--- src/rtl/sum_acc_pkg.sv ---
// Shared types and default sizing for the sum accumulator.
// Defaults match the 4-bit adder feeding it (5-bit sum).
package sum_acc_pkg;

    typedef enum logic {
        ACCUM = 1'b0,
        HOLD  = 1'b1
    } state_t;

    localparam int SUM_W_DEF = 5;
    localparam int ACC_W_DEF = 12;
    localparam int COUNT_DEF = 8;

endpackage

--- src/rtl/sum_accumulator_sat_add.sv ---
// Combinational unsigned saturating adder.
// The carry flag reports that the true sum did not fit and was clamped.
module sat_add #(
    parameter int W = 12
) (
    input  logic [W-1:0] a,
    input  logic [W-1:0] b,
    output logic [W-1:0] sum,
    output logic         carry
);

    logic [W-1:0] raw;

    always_comb begin
        {carry, raw} = {1'b0, a} + {1'b0, b};
        sum = carry ? {W{1'b1}} : raw;
    end

endmodule

--- src/rtl/sum_accumulator.sv ---
// Frame accumulator: adds COUNT adder sums into a saturating total and
// presents the total with a sticky overflow flag over a valid/ready port.
module sum_accumulator
    import sum_acc_pkg::*;
#(
    parameter int SUM_W = SUM_W_DEF,
    parameter int ACC_W = ACC_W_DEF,
    parameter int COUNT = COUNT_DEF
) (
    input  logic             clk,
    input  logic             rst_n,
    input  logic             clear,
    input  logic             in_valid,
    output logic             in_ready,
    input  logic [SUM_W-1:0] in_sum,
    output logic             out_valid,
    input  logic             out_ready,
    output logic [ACC_W-1:0] out_acc,
    output logic             out_ovf
);

    localparam int CNT_W = $clog2(COUNT + 1);

    state_t           state;
    logic             run;
    logic [ACC_W-1:0] acc;
    logic [CNT_W-1:0] cnt;
    logic             ovf;

    logic             accept;
    logic             handshake;
    logic [ACC_W-1:0] add_a;
    logic [ACC_W-1:0] add_b;
    logic [ACC_W-1:0] add_sum;
    logic             add_carry;
    logic [CNT_W-1:0] cnt_base;
    logic [CNT_W-1:0] cnt_next;
    logic             ovf_next;
    logic             last;

    assign out_valid = (state == HOLD);

    // run keeps in_ready low until the first edge after reset release
    always_comb begin
        in_ready = 1'b0;
        if (run && !clear) begin
            in_ready = (state == ACCUM) ? 1'b1 : out_ready;
        end
    end

    assign accept    = in_valid && in_ready;
    assign handshake = out_valid && out_ready && !clear;

    // An accept while holding starts a fresh frame, so the old total is dropped
    assign add_a    = (state == HOLD) ? '0 : acc;
    assign add_b    = ACC_W'(in_sum);
    assign cnt_base = (state == HOLD) ? '0 : cnt;
    assign cnt_next = cnt_base + CNT_W'(1);
    assign ovf_next = ((state == ACCUM) && ovf) || add_carry;
    assign last     = (cnt_next == CNT_W'(COUNT));

    sat_add #(
        .W(ACC_W)
    ) u_sat_add (
        .a    (add_a),
        .b    (add_b),
        .sum  (add_sum),
        .carry(add_carry)
    );

    always_ff @(posedge clk or negedge rst_n) begin
        if (!rst_n) begin
            state   <= ACCUM;
            run     <= 1'b0;
            acc     <= '0;
            cnt     <= '0;
            ovf     <= 1'b0;
            out_acc <= '0;
            out_ovf <= 1'b0;
        end else begin
            run <= 1'b1;
            if (clear) begin
                state <= ACCUM;
                acc   <= '0;
                cnt   <= '0;
                ovf   <= 1'b0;
            end else if (accept) begin
                acc <= add_sum;
                cnt <= cnt_next;
                ovf <= ovf_next;
                if (last) begin
                    state   <= HOLD;
                    out_acc <= add_sum;
                    out_ovf <= ovf_next;
                end else begin
                    state <= ACCUM;
                end
            end else if (handshake) begin
                state <= ACCUM;
                acc   <= '0;
                cnt   <= '0;
                ovf   <= 1'b0;
            end
        end
    end

endmodule

--- config.mk ---
export PLATFORM = sky130hd
export DESIGN_NAME = sum_accumulator
export DESIGN_NICKNAME = d
export VERILOG_FILES = /design/src/rtl/sum_acc_pkg.sv /design/src/rtl/sum_accumulator_sat_add.sv /design/src/rtl/sum_accumulator.sv
export SDC_FILE = /design/constraint.sdc
export NUM_CORES = 1
export LEC_CHECK = 0
export BUFFER_PORTS_ARGS = -buffer_cell sky130_fd_sc_hd__buf_2
export CAP_MARGIN = 10
export CORE_ASPECT_RATIO = 0.7
export CORE_MARGIN = 5
export CORE_UTILIZATION = 25
export DETAILED_ROUTE_END_ITERATION = 7
export GPL_TIMING_DRIVEN = 0
export SYNTH_ARGS = -nofsm -noshare
export SYNTH_HDL_FRONTEND = slang
export SYNTH_SLANG_ARGS = --single-unit
--- constraint.sdc ---
create_clock -name clk -period 4.5 [get_ports clk]
set_clock_uncertainty 0.2 [all_clocks]
set_input_delay 0.675 -clock clk [delete_from_list [all_inputs] [get_ports clk]]
set_output_delay 0.675 -clock clk [all_outputs]
set_load 0.1 [all_outputs]
==> qor.csv <==
stage,metric,value,unit
outcome,status,completed,
worst_setup_path,r2r_end,acc[8]$_DFFE_PN0P_,
worst_setup_path,path_buf_inv,3,
die,dieArea,0.00930,mm2
timing,slew_headroom,0.496,
yosys,yosys_most_used_dff,dfrtp_1,
layout,diodes,0,
worst_setup_path,path_class,reg -> reg,
die,initial_core_util,0.255,
grt,grt_pass1_vias,1563,
place,io_buffers,24,
yosys,yosysTopAreaCell,dfrtp_1,
worst_setup_path,crit_cells,11,
pwr,vdd_ir_drop_max,0.0957,mV
clock_network,clockBufferDepth,2,
clock_network,post_cts_resized,0,
timing,hold_violations,0,
route,firstDrtPassIters,4,
clock_network,cts_tree,built,
timing,setup_viol,0,
pwr,power.density,277,mW/mm2
die,ios,25,
timing,tns,0,ns
worst_setup_path,worstRegToRegCells,11,
min_path,worst_hold_path_type,in -> async,
yosys,synth-async-reset-ratio,1.00,
timing,fin_crit_sh,0.727,
clock_network,clk_latency,0.30,ns
yosys,synth_edf_count,0,
yosys,netlist_top_cells_count,"dfrtp_1, o21ai_0, nand2_1",
yosys,syn_area,0.00186,mm2
worst_setup_path,crit_path_cell_trace,buf_6 -> clkbuf_1 -> nor2b_1 -> ha_1 -> fa_1 -> a21oi_1 -> o22ai_4 -> and4_1 -> buf_4 -> nor3_1 -> o21ai_0,
route,met2_length,1860,um
clock_network,h-tree-depth,2,
place,dp_hpwl,3510,um
route,wl,4660,um
timing,rsz0062_at_grt,no,
die,num_rows,26,
worst_setup_path,start_kind,register,
timing,slew_violations,0,
place,placed_cell_area,0.00210,mm2
clock_network,clkTransAtPathRegs,0.07,ns
grt,gr-total-overflow,0,
worst_setup_path,crit_arrival,3.24,ns
route,top_layer,met4,
yosys,ys_warn_count,0,
grt,grt_max_degree,33,
layout,num-nets-final,246,
route,postRouteAntennaNets,0,
place,gp_congestion,0.834,
yosys,synth_seq_cells,32,
clock_network,root_buffer,clkbuf_8,
worst_setup_path,cp.required,4.46,ns
grt,grt_pass1_wl,7900,um
yosys,synth_area_leaders,"dfrtp_1, o21ai_0, ha_1",
yosys,synth_nets,215,
route,drt_first_iter_violations,82,
worst_setup_path,cp_top_family,buffers and inverters,
yosys,synth_cell_type_count,51,
yosys,synth_cells,197,
die,core_area,0.00729,mm2
clock_network,postCtsSetupBuffers,0,
timing,fin_crit,3.27,ns
worst_setup_path,cpPeakStageDelay,0.42,ns
clock_network,cts_hold_buffers,0,
yosys,syn_area_per_cell,9.45,um2
clock_network,cts_buffers,5,
worst_setup_path,rr_startpoint,out_valid$_DFFE_PN0P_,
worst_setup_path,crit_path_end_kind,register,
layout,area_delta_synth_final,18.2,%
pwr,power_leakage,1.06,nW
grt,grt_use_total,0.109,
layout,final_area,0.00220,mm2
pwr,power.total,610,uW
route,vias,1529,
layout,drive_above_1_share,0.197,
worst_setup_path,reg2reg_slack,1.23,ns
route,drc,0,
route,routedWlPerCell,14.3,um
die,die_h,82.2,um
yosys,yosysTopAreaCellShare,0.430,
die,die_width,113,um
flow_run,max_cap_viol_count,0,
worst_setup_path,crit_fanout,10,
worst_setup_path,crit_path_top_delay_cell,fa_1,
timing,max_freq,0.306,GHz
route,dr_wl_met3,387,um
route,m1WireLength,2340,um
yosys,ys_seq_area_frac,0.430,
grt,antenna_found_initial,0,
route,viasPerCell,4.69,
clock_network,clock_sinks,32,
timing,whs,0.248,ns
timing,tightest_slew,0.755,ns
yosys,yosysMostFrequentCell,dfrtp_1,
[layer usage]
metal,vias to the layer above,global-route usage
li1,763,-
met1,714,0.156
met2,44,0.157
met3,8,0.0313
met4,0,0.0360
met5,-,0
[worst max-delay path by stage]
stage                                   to                   from  slack (ns)
CTS                     acc[8]$_DFFE_PN0P_  out_valid$_DFFE_PN0P_        1.22
detailed placement      acc[8]$_DFFE_PN0P_  out_valid$_DFFE_PN0P_        1.22
global route        out_acc[8]$_DFFE_PN0P_  out_valid$_DFFE_PN0P_         1.0
floorplan               acc[8]$_DFFE_PN0P_  out_valid$_DFFE_PN0P_        1.02
finish                  acc[8]$_DFFE_PN0P_  out_valid$_DFFE_PN0P_        1.23
global placement        acc[8]$_DFFE_PN0P_  out_valid$_DFFE_PN0P_        1.25
[area by class of cell]
class | instances | area, um2
Fill cell | 792 | 5090
Clock buffer | 7 | 96.3
Sequential cell | 32 | 801
Timing Repair Buffer | 24 | 120
Multi-Input combinational cell | 150 | 990
Tap cell | 98 | 123
Inverter | 7 | 26.3
Buffer | 8 | 45.0
[worst register-to-register path, stage by stage (launching register included)]
cell      delay (ns)
dfrtp_1         0.38
buf_6           0.15
clkbuf_1        0.40
nor2b_1         0.11
ha_1            0.23
fa_1            0.42
a21oi_1         0.32
o22ai_4         0.19
and4_1          0.23
buf_4           0.17
nor3_1          0.25
o21ai_0         0.10
[metrics by stage]
stage | utilization | instances | setup slack (ns)
after CTS | 0.302 | 326 | 1.22
after global placement | 0.289 | 319 | 1.25
after floorplan | - | 197 | 1.02
final | 0.302 | 326 | 1.23
after global routing | 0.302 | 326 | 0.997
after detailed placement | 0.289 | 319 | 1.22
[cell families (layout without fill, tap and decap cells)]
family / after synthesis / count (layout) / share of synthesized area
AO/OA/AOI/OAI: 61 / 61 / 0.211
XOR/XNOR: 8 / 8 / 0.0376
adder cells (fa/ha/maj): 8 / 8 / 0.0578
buffers and inverters: 15 / 46 / 0.0383
flip-flops: 32 / 32 / 0.430
multiplexers: 1 / 1 / 0.00605
other: 1 / 1 / 0.00201
AND/OR/NAND/NOR: 71 / 71 / 0.217
[registers in the layout, indices dropped and copies added (netlist names)]
signal	cells
acc	12
cnt	4
out_acc	12
out_ovf	1
out_valid	1
ovf	1
run	1
[layout by cell type, fill, tap and decap left out, types with 2 or more instances in the layout]
cell type  instances
clkbuf_8           7
clkbuf_1           3
o22ai_1            2
a31oi_1            4
xor2_1             4
clkbuf_2           2
a21oi_1           10
nor3_1             2
o21bai_1           2
nor2b_1            8
o31a_1             2
and4_1             2
buf_2             25
inv_1              7
a21o_1             3
nand2b_1           2
nor2_1            16
dfrtp_1           32
and2b_1            2
ha_1               7
nand3_1            9
o21ai_0           24
o21ai_1            2
xnor2_1            4
nand2_1           20
[power by group]
part / leakage [nW] / switching [mW] / internal, mW
Combinational: 0.573 / 0.0464 / 0.0242
Clock: 0.0503 / 0.107 / 0.136
Sequential: 0.442 / 0.00341 / 0.293
Note: power is estimated with default switching activity, not from simulation.
